**src/rtl/spirose_pkg.sv**
```systemverilog
// Constants and types shared by the slice RAM scheduler and the framebuffer.
package spirose_pkg;

  // Words per slice (40 x 48 pixels).
  localparam int unsigned IMAGE_SIZE    = 1920;
  // Default ring depth in slices.
  localparam int unsigned SLICES_IN_RAM = 18;

  typedef enum logic [1:0] {
    StIdle,
    StFill,
    StStream
  } sched_state_t;

endpackage

```
**src/rtl/slice_ring_ptr.sv**
```systemverilog
// Write pointer over a ring of slices: pixel/slice counters, slice-complete pulse
// and absolute RAM address of the next pixel.
module slice_ring_ptr #(
  parameter int unsigned RAM_ADDR_WIDTH = 32,
  parameter int unsigned RAM_BASE       = 0,
  parameter int unsigned IMAGE_SIZE     = spirose_pkg::IMAGE_SIZE,
  parameter int unsigned SLICES_IN_RAM  = spirose_pkg::SLICES_IN_RAM
) (
  input  logic                      clk,
  input  logic                      rst,
  input  logic                      clear,
  input  logic                      advance,
  output logic [RAM_ADDR_WIDTH-1:0] addr,
  output logic                      slice_done
);

  localparam int unsigned PixW   = (IMAGE_SIZE > 1) ? $clog2(IMAGE_SIZE) : 1;
  localparam int unsigned SliceW = (SLICES_IN_RAM > 1) ? $clog2(SLICES_IN_RAM) : 1;

  logic [PixW-1:0]   pix_q, pix_d;
  logic [SliceW-1:0] slice_q, slice_d;
  logic              pix_last, slice_last;

  assign pix_last   = (pix_q == PixW'(IMAGE_SIZE - 1));
  assign slice_last = (slice_q == SliceW'(SLICES_IN_RAM - 1));
  assign slice_done = advance && pix_last;

  assign addr = RAM_ADDR_WIDTH'(RAM_BASE)
              + RAM_ADDR_WIDTH'(slice_q) * RAM_ADDR_WIDTH'(IMAGE_SIZE)
              + RAM_ADDR_WIDTH'(pix_q);

  // Advance pixel, rolling over into the next slice of the ring.
  always_comb begin
    pix_d   = pix_q;
    slice_d = slice_q;
    if (advance) begin
      if (pix_last) begin
        pix_d   = '0;
        slice_d = slice_last ? '0 : slice_q + 1'b1;
      end else begin
        pix_d = pix_q + 1'b1;
      end
    end
  end

  // Pointer registers; clear returns to slice 0, pixel 0.
  always_ff @(posedge clk) begin
    if (rst || clear) begin
      pix_q   <= '0;
      slice_q <= '0;
    end else begin
      pix_q   <= pix_d;
      slice_q <= slice_d;
    end
  end

endmodule

```
**src/rtl/ram_scheduler.sv**
```systemverilog
// Shares the single-port slice RAM between the RGB write stream and framebuffer
// reads, tracks buffered slices and signals when streaming may start.
module ram_scheduler #(
  parameter int unsigned RAM_ADDR_WIDTH   = 32,
  parameter int unsigned RAM_DATA_WIDTH   = 16,
  parameter int unsigned RAM_BASE         = 0,
  parameter int unsigned IMAGE_SIZE       = spirose_pkg::IMAGE_SIZE,
  parameter int unsigned SLICES_IN_RAM    = spirose_pkg::SLICES_IN_RAM,
  parameter int unsigned STREAM_THRESHOLD = 2,
  parameter int unsigned MAX_READ_BURST   = 15
) (
  input  logic                                 clk,
  input  logic                                 rst,
  input  logic                                 enable,
  input  logic                                 wr_valid,
  input  logic [RAM_DATA_WIDTH-1:0]            wr_data,
  output logic                                 wr_ready,
  input  logic                                 rd_req,
  input  logic [RAM_ADDR_WIDTH-1:0]            rd_addr,
  output logic                                 rd_gnt,
  output logic                                 rd_valid,
  output logic [RAM_DATA_WIDTH-1:0]            rd_data,
  input  logic                                 slice_consumed,
  output logic                                 stream_ready,
  output logic [$clog2(SLICES_IN_RAM+1)-1:0]   fill_level,
  output logic                                 underrun,
  output logic [RAM_ADDR_WIDTH-1:0]            ram_addr,
  output logic [RAM_DATA_WIDTH-1:0]            ram_wdata,
  output logic                                 ram_we,
  input  logic [RAM_DATA_WIDTH-1:0]            ram_rdata
);

  import spirose_pkg::*;

  localparam int unsigned FillW  = $clog2(SLICES_IN_RAM + 1);
  localparam int unsigned BurstW = $clog2(MAX_READ_BURST + 1);
  localparam logic [FillW-1:0]  FillMax  = FillW'(SLICES_IN_RAM);
  localparam logic [FillW-1:0]  FillThr  = FillW'(STREAM_THRESHOLD);
  localparam logic [BurstW-1:0] BurstMax = BurstW'(MAX_READ_BURST);

  sched_state_t              state_q, state_d;
  logic [FillW-1:0]          fill_q, fill_d;
  logic [BurstW-1:0]         burst_q, burst_d;
  logic                      underrun_q, underrun_d;
  logic                      stream_ready_q;
  logic                      rd_valid_q;
  logic [RAM_ADDR_WIDTH-1:0] addr_hold_q;
  logic [RAM_ADDR_WIDTH-1:0] wr_addr;
  logic                      slice_done;
  logic                      wr_elig, rd_elig, wr_pending, burst_force, wr_acc, underrun_evt;

  // Grants are suppressed while rst is high so the reset cycle issues nothing.
  assign wr_elig     = !rst && (state_q != StIdle) && (fill_q < FillMax);
  assign rd_elig     = !rst && (state_q == StStream);
  assign wr_pending  = wr_valid && wr_elig;
  assign burst_force = wr_pending && (burst_q == BurstMax);
  assign rd_gnt      = rd_elig && rd_req && !burst_force;
  assign wr_ready    = wr_elig && !rd_gnt;
  assign wr_acc      = wr_ready && wr_valid;

  slice_ring_ptr #(
    .RAM_ADDR_WIDTH (RAM_ADDR_WIDTH),
    .RAM_BASE       (RAM_BASE),
    .IMAGE_SIZE     (IMAGE_SIZE),
    .SLICES_IN_RAM  (SLICES_IN_RAM)
  ) u_ptr (
    .clk        (clk),
    .rst        (rst),
    .clear      (!enable),
    .advance    (wr_acc),
    .addr       (wr_addr),
    .slice_done (slice_done)
  );

  // Fill counter and sticky underrun; coincident complete/consume cancel out.
  always_comb begin
    fill_d       = fill_q;
    underrun_d   = underrun_q;
    underrun_evt = 1'b0;
    if (slice_done && !slice_consumed) begin
      if (fill_q < FillMax) fill_d = fill_q + 1'b1;
    end else if (slice_consumed && !slice_done) begin
      if (fill_q == '0) underrun_evt = 1'b1;
      else              fill_d = fill_q - 1'b1;
    end
    if (underrun_evt) underrun_d = 1'b1;
    if (!enable) begin
      fill_d     = '0;
      underrun_d = 1'b0;
    end
  end

  // Next state; FILL looks at the updated count so streaming starts with it.
  always_comb begin
    state_d = state_q;
    unique case (state_q)
      StIdle:   if (enable) state_d = StFill;
      StFill:   if (fill_d >= FillThr) state_d = StStream;
      StStream: if (underrun_evt) state_d = StFill;
      default:  state_d = StIdle;
    endcase
    if (!enable) state_d = StIdle;
  end

  // Read burst length while a write is kept waiting.
  always_comb begin
    burst_d = burst_q;
    if (!wr_valid || wr_acc)          burst_d = '0;
    else if (rd_gnt && wr_pending)    burst_d = burst_q + 1'b1;
    if (!enable) burst_d = '0;
  end

  // RAM port mux; address holds its last value when idle.
  always_comb begin
    ram_addr = addr_hold_q;
    if (rd_gnt)      ram_addr = rd_addr;
    else if (wr_acc) ram_addr = wr_addr;
  end

  assign ram_we       = wr_acc;
  assign ram_wdata    = wr_data;
  assign rd_valid     = rd_valid_q;
  assign rd_data      = rd_valid_q ? ram_rdata : '0;
  assign stream_ready = stream_ready_q;
  assign fill_level   = fill_q;
  assign underrun     = underrun_q;

  // State registers; rd_valid tracks a grant even in the cycle enable drops.
  always_ff @(posedge clk) begin
    if (rst) begin
      state_q        <= StIdle;
      fill_q         <= '0;
      burst_q        <= '0;
      underrun_q     <= 1'b0;
      stream_ready_q <= 1'b0;
      rd_valid_q     <= 1'b0;
      addr_hold_q    <= RAM_ADDR_WIDTH'(RAM_BASE);
    end else begin
      state_q        <= state_d;
      fill_q         <= fill_d;
      burst_q        <= burst_d;
      underrun_q     <= underrun_d;
      stream_ready_q <= (state_d == StStream);
      rd_valid_q     <= rd_gnt;
      addr_hold_q    <= enable ? ram_addr : RAM_ADDR_WIDTH'(RAM_BASE);
    end
  end

endmodule
```
**config.mk**
```make
export PLATFORM = sky130hd
export DESIGN_NAME = ram_scheduler
export DESIGN_NICKNAME = d
export VERILOG_FILES = /design/src/rtl/spirose_pkg.sv /design/src/rtl/slice_ring_ptr.sv /design/src/rtl/ram_scheduler.sv
export SDC_FILE = /design/constraint.sdc
export NUM_CORES = 1
export LEC_CHECK = 0
export ABC_AREA = 1
export BUFFER_PORTS_ARGS = -buffer_cell sky130_fd_sc_hd__buf_2
export CORE_ASPECT_RATIO = 1.25
export CORE_UTILIZATION = 45
export CTS_CLUSTER_DIAMETER = 30
export DETAILED_ROUTE_END_ITERATION = 16
export GPL_TIMING_DRIVEN = 0
export PLACE_DENSITY = 0.68
export SETUP_SLACK_MARGIN = 0.2
export SKIP_CTS_REPAIR_TIMING = 1
export SLEW_MARGIN = 5
export SYNTH_ARGS = -nofsm -noshare
export SYNTH_HDL_FRONTEND = slang
export SYNTH_HIERARCHICAL = 1
export SYNTH_SLANG_ARGS = --single-unit
```
**constraint.sdc**
```tcl
create_clock -name clk -period 6.2 [get_ports clk]
set_clock_uncertainty 0.05 [all_clocks]
set_input_delay 0.31 -clock clk [delete_from_list [all_inputs] [get_ports clk]]
set_output_delay 0.31 -clock clk [all_outputs]
set_load 0.03 [all_outputs]
```
==> results.py <==
metrics = {
    "hold_path": {
        "worstHoldPathCells": 3,
        "min_path_type": "input port to flip-flop",
    },
    "sta": {
        "min_period_over_period_pct": 71.4,
        "max_freq_mhz": 226,
        "min_period_ns": 4.43,
        "setup_viol": 0,
        "rsz0062_at_grt": "false",
        "slew_headroom_pct": 50.3,
        "whs_ns": 0.198,
        "hold_viol": 0,
        "worst_pin_slew_ns": 0.746,
        "slew_violations": 0,
        "tns_ns": 0,
    },
    "run_status": {
        "outcome": "finished clean",
    },
    "setup_path": {
        "worstRegToRegCells": 19,
        "start_kind": "flip-flop",
        "cp_max_fo": 8,
        "critical_path_class": "flip-flop to output port",
        "critPathSlowestCell": "dfxtp_1",
        "end_kind": "output port",
        "path_cells": "fa_1, fa_1, inv_1, fa_1, inv_1, ha_1, nand2_1, nor2_1, nor2_1, nor2_2, nand3_1, nor2_2, nand2_1, nand2_1, nand2_1, nand2_1, nand2_1, nor2_4, nor2_1, buf_2",
        "cp_top_family": "adder cells",
        "max_stage_delay_ns": 0.52,
        "cp_data_required_time_ns": 5.84,
        "path_buf_inv": 3,
        "cp_common_cell": "nand2_1",
        "worst-path-stages": 20,
        "critPathArrivalTime_ns": 4.07,
    },
    "synth": {
        "synth.cell_area_mm2": 0.00489,
        "synth_cell_types": 43,
        "netlist_instances": 716,
        "yosysSeqAreaShare_pct": 25.4,
        "yosysTopAreaCell": "dfxtp_1",
        "synth_top_family_by_area": "simple AND/OR/NAND/NOR gates",
        "ys_ff_latch": 62,
        "ys.flop_type": "dfxtp_1",
        "synth_mux_area_share_pct": 0,
        "async_reset_ff_share_pct": 0,
        "netlist_top_cells_count": "193 x nand2_1, 98 x nor2_1, 95 x inv_1",
        "synth_compound_area_share_pct": 4.76,
        "synth_xor_area_share_pct": 1.79,
        "synth_edf_count": 0,
        "yosysTopAreaCellShare_pct": 25.4,
        "avgSynthCellArea_um2": 6.83,
        "yosys-top-cells-area": "dfxtp_1 25%, nand2_1 15%, nor2_1 7.5%, inv_1 7.3%, buf_4 6.4%",
        "synth_warnings": 6,
        "synth-simple-area-share_pct": 42.1,
        "yosysMostFrequentCell": "nand2_1",
        "synthAdderAreaFrac_pct": 9.41,
    },
    "pwr": {
        "seqPwrFrac_pct": 38.7,
        "p_int_uw": 792,
        "clkPwrFrac_pct": 49.3,
        "power_density_mw_per_mm2": 173,
        "peakVddDrop_uv": 157,
        "cellLeakagePower_nw": 3.53,
        "combPwrFrac_pct": 11.9,
        "netSwitchingFraction_pct": 24.3,
        "power.switching_uw": 254,
    },
    "layout": {
        "multiInputGateArea_mm2": 0.00290,
        "syn2layout_area_growth_pct": 23.9,
        "nFillCells": 1032,
        "seqCellArea_mm2": 0.00124,
        "nNetsFinal": 971,
        "layout-drive-gt1-share_pct": 29.0,
        "antenna_cells": 0,
    },
    "floorplan": {
        "start_util_pct": 46.3,
        "die_width_um": 95.3,
        "die_h_um": 119,
        "core_mm2": 0.0106,
        "io_pins": 145,
        "die-area_mm2": 0.0113,
        "rows": 42,
    },
    "detailed_routing": {
        "drt_iter0_markers": 181,
        "dr.pass1.iters": 5,
        "drtAntennaViolNets": 0,
        "wl_per_cell_um": 11.3,
        "vias": 4736,
        "drcViolationCount": 0,
        "wirelength_um": 11300,
        "via_per_inst": 4.71,
    },
    "placed_design": {
        "gp_congestion": 0.882,
        "port_buffers": 128,
        "dp_hpwl_um": 9060,
    },
    "clocking": {
        "worstSkewPairLatency_ns": 0.32,
        "cts-root-buf": "clkbuf_16",
        "clkSinkCount": 62,
        "clkTransAtPathRegs_ns": 0.05,
        "numCtsBuffers": 9,
        "clock_path_buffers": 2,
        "h-tree-depth": 3,
        "tritoncts": "yes",
    },
    "global_route": {
        "grt_max_degree": 11,
        "grt.total_usage_pct": 20.7,
        "grt_pass1_vias": 4435,
        "overflow": 0,
        "antenna_found_initial": 0,
        "grt_pass1_wl_um": 18600,
    },
    "flow_run": {
        "maxCapViolations": 0,
    },
}
worst min-delay path, cell delays in order:
cell     delay, ns
buf_2         0.07
o21ai_1       0.07
nor2_1        0.08
area by class of cell:
type	instances	share of cell area, %
clock buffers	12	4.40
repair buffers	128	10.6
plain buffers	58	7.18
multi-input cells	512	47.8
flip-flops and latches	62	20.5
clock inverters	3	0.702
inverters	98	6.13
well taps	132	2.73
state kept, by name, indices dropped and copies added, names as in the netlist, 2 cells and up:
register	cells
u_ptr/slice_q	5
u_ptr/pix_q	11
state_q	2
fill_level	5
addr_hold_q	32
burst_q	4
path summary, 6_finish.rpt:
path / from / to / slack [ns]
worst min-delay path: rd_addr[22] / addr_hold_q[22] / 0.20
worst max-delay path: u_ptr/slice_q[0] / ram_addr[15] / 1.77
worst min register to register: underrun / underrun / 0.42
worst max register to register: u_ptr/slice_q[0] / addr_hold_q[15] / 2.44
cells by family after synthesis:
logic type | Yosys count
XOR/XNOR | 10
adder cells (fa/ha/maj) | 32
buffers and inverters | 156
AO/OA/AOI/OAI | 43
other | 1
AND/OR/NAND/NOR | 412
flip-flops | 62
power by group through the flow:
stage               Combinational, mW  Sequential [mW]  Clock [mW]
detailed placement              0.125            0.414           0
floorplan                      0.0819            0.416           0
finish                          0.125            0.405       0.516
global placement                0.124            0.413           0
CTS                             0.125            0.405       0.526
global route                    0.137            0.405       0.542
cell usage in the layout (no fill, tap or decap), drive strengths merged:
cell      count
ha           24
a21oi        24
clkinvlp      1
o21a          1
a211oi        1
nand3        45
conb         15
and3          2
a31oi         1
nor4          1
xnor2         3
o22ai         1
dfxtp        62
nand4        13
nor3         31
o21bai        1
clkinv        2
nand3b        2
fa            8
o21ai        14
buf         177
nor2        120
nand2       197
bufinv        1
or2           1
inv          97
clkbuf       21
xor2          7
per-stage QoR:
stage,cell area (um^2),setup WS [ns],cells,utilization (%),total power [mW]
floorplan,4950,2.28,730,-,0.498
global placement,5750,2.17,990,54.5,0.537
global route,6060,1.46,1005,57.4,1.08
CTS,6060,1.78,1005,57.4,1.06
detailed placement,5750,2.14,990,54.5,0.538
finish,6060,1.77,1005,57.4,1.05
metal layers:
metal / vias to the layer above / wire length, um / global-route usage, %
met5: - / 0 / 0
met4: 0 / 214 / 8.52
met3: 23 / 569 / 3.99
met2: 134 / 5770 / 37.2
met1: 2094 / 4760 / 23.2
li1: 2485 / - / -
Power figures use the tool's default switching activity.
